--- config.mk ---
export PLATFORM = sky130hd
export DESIGN_NAME = quad_and2_74x08
export DESIGN_NICKNAME = d
export VERILOG_FILES = /design/src/rtl/quad_and2_pkg.sv /design/src/rtl/quad_and2_and2_cell.sv /design/src/rtl/quad_and2_74x08.sv
export SDC_FILE = /design/constraint.sdc
export NUM_CORES = 1
export LEC_CHECK = 0
export ABC_AREA = 1
export CORE_AREA = 2 2 39 41
export CTS_BUF_LIST = sky130_fd_sc_hd__clkbuf_16
export CTS_CLUSTER_DIAMETER = 80
export DETAILED_ROUTE_END_ITERATION = 16
export DIE_AREA = 0 0 41 43
export GPL_ROUTABILITY_DRIVEN = 0
export GPL_TIMING_DRIVEN = 0
export SLEW_MARGIN = 25
export SYNTH_ARGS = -nofsm -noshare
export SYNTH_HDL_FRONTEND = slang
export SYNTH_SLANG_ARGS = --single-unit
--- constraint.sdc ---
create_clock -name clk -period 0.8 [get_ports clk]
set_input_delay 0.12 -clock clk [delete_from_list [all_inputs] [get_ports clk]]
set_output_delay 0.12 -clock clk [all_outputs]
set_load 0.05 [all_outputs]
--- src/rtl/quad_and2_pkg.sv ---
// quad_and2_pkg: shared defaults (gate count, counter width, counter saturation value) for quad_and2_74x08
package quad_and2_pkg;
  localparam int GATES_DEF = 4;
  localparam int CNT_W_DEF = 8;
  localparam logic [CNT_W_DEF-1:0] CNT_SAT_DEF = {CNT_W_DEF{1'b1}};
endpackage

--- src/rtl/quad_and2_and2_cell.sv ---
// and2_cell: one AND gate (a,b -> y comb, y_q registered, y_rise pulse; act_cnt saturating count when QUAD_AND2_ACT_CNT_EN)
module and2_cell
  import quad_and2_pkg::*;
`ifdef QUAD_AND2_ACT_CNT_EN
#(
  parameter int CNT_W = CNT_W_DEF
)
`endif
(
  input  logic clk,
  input  logic rst,
  input  logic a,
  input  logic b,
  output logic y,
  output logic y_q,
  output logic y_rise
`ifdef QUAD_AND2_ACT_CNT_EN
  ,
  output logic [CNT_W-1:0] act_cnt
`endif
);
  assign y = a & b;
  always_ff @(posedge clk) begin
    if (rst) begin
      y_q    <= 1'b0;
      y_rise <= 1'b0;
    end else begin
      y_q    <= y;
      y_rise <= y & ~y_q;
    end
  end
`ifdef QUAD_AND2_ACT_CNT_EN
  always_ff @(posedge clk) begin
    if (rst) act_cnt <= '0;
    else if (y_rise && act_cnt != '1) act_cnt <= act_cnt + 1'b1;
  end
`endif
endmodule

--- src/rtl/quad_and2_74x08.sv ---
// quad_and2_74x08: 74x08 quad AND; ports clk rst A B -> Y (comb) Y_q (reg) Y_rise (pulse), ACT_CNT only with QUAD_AND2_ACT_CNT_EN
module quad_and2_74x08
  import quad_and2_pkg::*;
#(
  parameter int GATES = GATES_DEF,
  parameter int CNT_W = CNT_W_DEF
) (
  input  logic             clk,
  input  logic             rst,
  input  logic [0:GATES-1] A,
  input  logic [0:GATES-1] B,
  output logic [0:GATES-1] Y,
  output logic [0:GATES-1] Y_q,
  output logic [0:GATES-1] Y_rise
`ifdef QUAD_AND2_ACT_CNT_EN
  ,
  output logic [GATES*CNT_W-1:0] ACT_CNT
`endif
);
  if (GATES < 1 || CNT_W < 1) begin : g_bad_cfg
    $error("quad_and2_74x08: GATES and CNT_W must be >= 1");
  end
  for (genvar i = 0; i < GATES; i++) begin : g_gate
`ifdef QUAD_AND2_ACT_CNT_EN
    and2_cell #(.CNT_W(CNT_W)) u_cell (
      .clk(clk), .rst(rst), .a(A[i]), .b(B[i]),
      .y(Y[i]), .y_q(Y_q[i]), .y_rise(Y_rise[i]),
      .act_cnt(ACT_CNT[i*CNT_W +: CNT_W])
    );
`else
    and2_cell u_cell (
      .clk(clk), .rst(rst), .a(A[i]), .b(B[i]),
      .y(Y[i]), .y_q(Y_q[i]), .y_rise(Y_rise[i])
    );
`endif
  end
endmodule

== Yosys cells after proc, flatten, opt, wreduce, memory -nomap -nowiden ==
Index checks and enable logic that the tools add are counted.

* Input port bits: 10
* Output and inout port bits: 12
* Register bits: 8

* Bitwise logic cells: 12

{| class="wikitable"
|+ Operator list
! operator !! count
|-
| 1-bit bitwise AND || 8
|-
| 1-bit NOT || 4
|}

== Logic depth before layout (Yosys ltp) ==
* Depth in word-level cells: 2
* Depth in mapped cells: 3
* Mapped depth without buffers: 2

== Cells and area by module ==
From an unflattened synthesis, not the netlist that was laid out.

* Cells, all modules: 24
* Area total of the unflattened synthesis: 255.2 um^2

{| class="wikitable"
|+ By module, submodules not included
! module !! times used !! cells each !! area each (um^2) !! seq. area each (um^2)
|-
| and2_cell || 4 || 6 || 63.8 || 40.0
|}

== Least setup slack after synthesis ==
No wires, ideal clock.

* Path kind: reg2out
* Start point: register g_gate[0].u_cell.y_q
* End point: output Y_q[0] (netlist name)
* Cell stages (with the launch flop): 2
* Setup slack: 168 ps
* Path buffers: 1
* Data arrival time: 512 ps
* Cell sequence: dfxtp_1 > buf_4

{| class="wikitable"
|+ RTL lines
! item !! line !! source
|-
| from (decl) || quad_and2_and2_cell.sv:15 || <nowiki>output logic y_q,</nowiki>
|-
| from (signal assigned) || quad_and2_and2_cell.sv:28 || <nowiki>y_q <= y;</nowiki>
|-
| to (decl) || quad_and2_74x08.sv:13 || <nowiki>output logic [0:GATES-1] Y_q,</nowiki>
|}

No word-level cell between the ends.

== Worst setup path in the final report ==
* Start point: register g_gate[3].u_cell.y_q
* End point: output Y_q[3] (netlist name)

{| class="wikitable"
|+ RTL lines
! item !! line
|-
| from (decl) || quad_and2_and2_cell.sv:15
|-
| from (signal assigned) || quad_and2_and2_cell.sv:28
|}

No word-level cell between the ends.

==> flow_metrics.py <==
metrics = {
    "floorplanning": {
        "start_util_pct": 25.05,
        "rows": 14,
        "core-area_mm2": 0.001384,
        "die_area_mm2": 0.001763,
        "die_h_um": 43,
        "die_w_um": 41,
        "io_pins": 22,
    },
    "synth": {
        "synthDistinctLibCells": 7,
        "yosysWarnings": 0,
        "yosysTopAreaCell": "dfxtp_1",
        "syn_nets": 47,
        "ys_seq_area_share_pct": 46.21,
        "ys.flop_type": "dfxtp_1",
        "synth_simple_gate_area_share_pct": 20.22,
        "ys_ff_latch": 8,
        "synth-xor-area-share_pct": 0,
        "synth_top_area_share_pct": 46.21,
        "synth_top_family_by_area": "buffers and inverters",
        "synthMuxAreaShare_pct": 0,
        "synth-compound-area-share_pct": 0,
        "synth_most_common_cell": "buf_4",
        "synth-edff-count": 0,
        "syn_inst": 37,
        "synth.avg_cell_area_um2": 9.367,
        "syn_area_um2": 346.6,
        "async_flop_share_pct": 0,
        "synth_adder_area_share_pct": 0,
        "ys_top_cells_by_area": "dfxtp_1 46%, buf_4 26%, nor3_2 12%",
        "ys_top_cells_by_count": "12 x buf_4, 8 x dfxtp_1",
    },
    "global_routing": {
        "grt_first_pass_wirelength_um": 1124,
        "grt_max_degree": 9,
        "grt_pass1_vias": 276,
        "antenna_found_initial": 0,
        "grt_use_total_pct": 9.859,
        "grt_overflow": 0,
    },
    "worst_setup_path": {
        "cp_num_buf_inv": 1,
        "critPathMaxStageDelay_ns": 0.34,
        "path_class": "flip-flop to primary output",
        "critPathLaunchType": "flip-flop",
        "critPathCaptureType": "primary output",
        "crit_family": "flip-flops",
        "required_ns": 0.68,
        "worstPathArrival_ns": 0.71,
        "worst-path-max-fanout": 2,
        "cp_slowest_cell": "dfxtp_2",
        "crit_chain": "buf_8",
    },
    "pwr": {
        "p_leak_uw": 0.0003800,
        "ir_drop_uv": 1662,
        "power.density_mw_per_mm2": 2123,
    },
    "sta": {
        "fin_crit_ns": 0.8254,
        "finClkSkew_ns": 0.0002295,
        "finalMaxSlewViolations": 0,
        "fin_crit_sh_pct": 103.2,
        "setup_violations": 8,
        "max_slew.worst_pin.slew_ns": 0.1097,
        "relSlewSlack_pct": 92.65,
        "setup-tns-final_ns": -0.1210,
        "fmax_mhz": 1212,
        "final_hold_viol_count": 0,
        "layout_setup_ws_ns": -0.02536,
        "rsz0062_at_grt": "yes",
    },
    "cts": {
        "cts.clk_slew.worst_paths_ns": 0.04,
        "cts.path.max_buffers": 2,
        "cts_root_buf": "clkbuf_16",
        "clkLatencyLatePin_ns": 0.23,
        "cts_hold_buf": 0,
        "cts_max_level": 1,
        "cts_sinks": 8,
        "cts_buffers": 3,
        "cts_tree": "built",
    },
    "layout": {
        "drive_gt1_share_pct": 89.39,
        "fin_cells": 82,
        "syn_to_final_growth_pct": 111.9,
        "nets": 78,
        "diodes": 0,
    },
    "place": {
        "numPlacedInstances": 73,
        "io_buffers": 20,
    },
    "run_status": {
        "status": "finished, violations left",
        "violations": "setup timing",
    },
    "hold_path": {
        "hold_path.class": "input port to flip-flop",
    },
    "detailed_routing": {
        "dr_total_vias": 294,
        "drt_iter0_drc": 3,
        "drt_wl_total_um": 731,
        "wire_per_inst_um": 8.915,
        "vias_per_cell": 3.585,
        "drc": 0,
        "ant_nets": 0,
        "drt_first_pass_iters": 2,
    },
    "run": {
        "maxCapViolations": 0,
    },
}
==> cell type report <==
type	count	area [um2]
well taps	16	20.02
multi-input cells	12	82.58
flip-flops and latches	8	170.2
plain buffers	5	41.29
fillers	124	649.4
inverters	4	15.01
repair buffers	34	330.3
clock buffers	3	75.07
==> registers in the layout, summed over array words and instances, names as in the netlist <==
| register | cells |
|---|---|
| g_gate.u_cell.y_rise | 4 |
| g_gate.u_cell.y_q | 4 |
==> kinds of logic after synthesis <==
logic type,count (synthesis)
buf+inv,17
simple gates,12
flops,8
==> path summary, 6_finish.rpt <==
kind	startpoint	to	slack, ns	cells after the start
hold reg to reg	g_gate[2].u_cell.y_q	g_gate[2].u_cell.y_rise	0.50	2
setup / recovery	g_gate[3].u_cell.y_q	Y_q[3]	-0.03	1
hold / removal	rst	g_gate[3].u_cell.y_q	0.09	2
setup reg to reg	g_gate[3].u_cell.y_q	g_gate[3].u_cell.y_rise	0.13	2
==> metal layers <==
| layer | GRT usage (%) | part of all wire [%] | vias up |
|---|---|---|---|
| li1 | - | - | 157 |
| met1 | 10.03 | 36 | 129 |
| met2 | 16.25 | 59 | 8 |
| met3 | 7.853 | 5.7 | 0 |
| met4 | 0 | 0 | 0 |
| met5 | 0 | 0 | - |
==> power by group <==
part	switching [uW]	internal (uW)	total, uW
Combinational	154	153	308
Clock	176	643	819
Sequential	12.0	421	433
Total	342	1220	1560
==> per-stage QoR <==
stage	instance area [um2]	worst slack, ns	power [uW]	hold WS, ns	utilization (%)
final	734.5	-0.02536	1559	0.09249	53.07
after global routing	734.5	-0.04703	1619	0.09606	53.07
after CTS	767.0	-0.03053	1584	0.08451	55.43
after detailed placement	566.8	-0.9504	688.1	0.3370	40.96
after global placement	566.8	-0.9317	685.7	0.3362	40.96
after floorplan	346.6	0.1683	595.5	0.2926	-
==> cell usage in the layout, fill, tap and decap left out, drive strengths merged <==
cell            n
dfxtp           8
nor3            4
clkbuf         10
clkdlybuf4s15   1
nand2           4
inv             4
buf            31
nor2            4
==> what timing repair did <==
action | in CTS | in global routing
setup buffers | 14 | 0
pin swaps | 4 | 4
hold endpoints to repair | 0 | 0
setup endpoints to repair | 12 | 15
resized for setup | 125 | 8
No activity file was read; power rests on OpenSTA's default activity.
==> variant: new RTL, same settings <==
The option `QUAD_AND2_ACT_CNT_EN` is turned on by a define.
--- a/src/rtl/quad_and2_and2_cell.sv
+++ b/src/rtl/quad_and2_and2_cell.sv
@@ -1,4 +1,6 @@
 // and2_cell: one AND gate (a,b -> y comb, y_q registered, y_rise pulse; act_cnt saturating count when QUAD_AND2_ACT_CNT_EN)
+`define QUAD_AND2_ACT_CNT_EN
+
 module and2_cell
   import quad_and2_pkg::*;
 `ifdef QUAD_AND2_ACT_CNT_EN
Behaviour (old outputs only; new: ACT_CNT): unchanged (equiv_simple and equiv_induct, registers matched by name and starting in step).
==> variant against the unedited design <==
The flow now stops in global placement without I/O (3_1_place_gp_skip_io); synthesized area grew to 6.0 times the old value.
==> variant: results (changes against the unedited design) <==
Row Count=14 (unchanged); Stopped at=global placement without I/O (3_1_place_gp_skip_io); Seq cells post-synth=40 (+32); post-synthesis compound-gate area fraction=0.08394 (+0.08394); post-synthesis mux area share=0 (unchanged); Post-Syn Nets=303 (+540%); status=aborted with a tool error; Post-Synth Adder-Cell Area=0.02415 (+0.02415); xor-xnor portion of the synthesized cell area=0.008454 (+0.008454); sequential fraction of the synthesis area=0.3865 (-0.07562); Synth Flop Type=dfxtp_1; ys async rst share=0 (unchanged); ranking of synthesized cells by area=dfxtp_1 39%, nand2_1 12%, nor2_1 6.5%; yosys warns=0 (unchanged); tool error=[ERROR GPL-0301] Utilization 191.640 % exceeds 100%.; Mapped Cells=289 (+680%); post-synthesis cell type count=25 (+18); synth cell count leaders=64 x nand2_1, 40 x dfxtp_1, 36 x nor2_1
-- variant: cell types whose count changed after synthesis, sizes merged, moves of 3 or more --
| cell | before | now |
|---|---|---|
| a21oi | 0 | 25 |
| a31oi | 0 | 3 |
| buf | 13 | 18 |
| dfxtp | 8 | 40 |
| ha | 0 | 4 |
| inv | 4 | 32 |
| nand2 | 4 | 70 |
| nand3 | 0 | 32 |
| nor2 | 4 | 44 |
| nor3 | 4 | 9 |
| o21ai | 0 | 3 |
-- variant: kinds of logic after synthesis --
group / count (synthesis)
simple gates: 159
buf+inv: 51
flops: 40
compound gates: 33
fa+ha+maj: 4
xor+xnor: 2
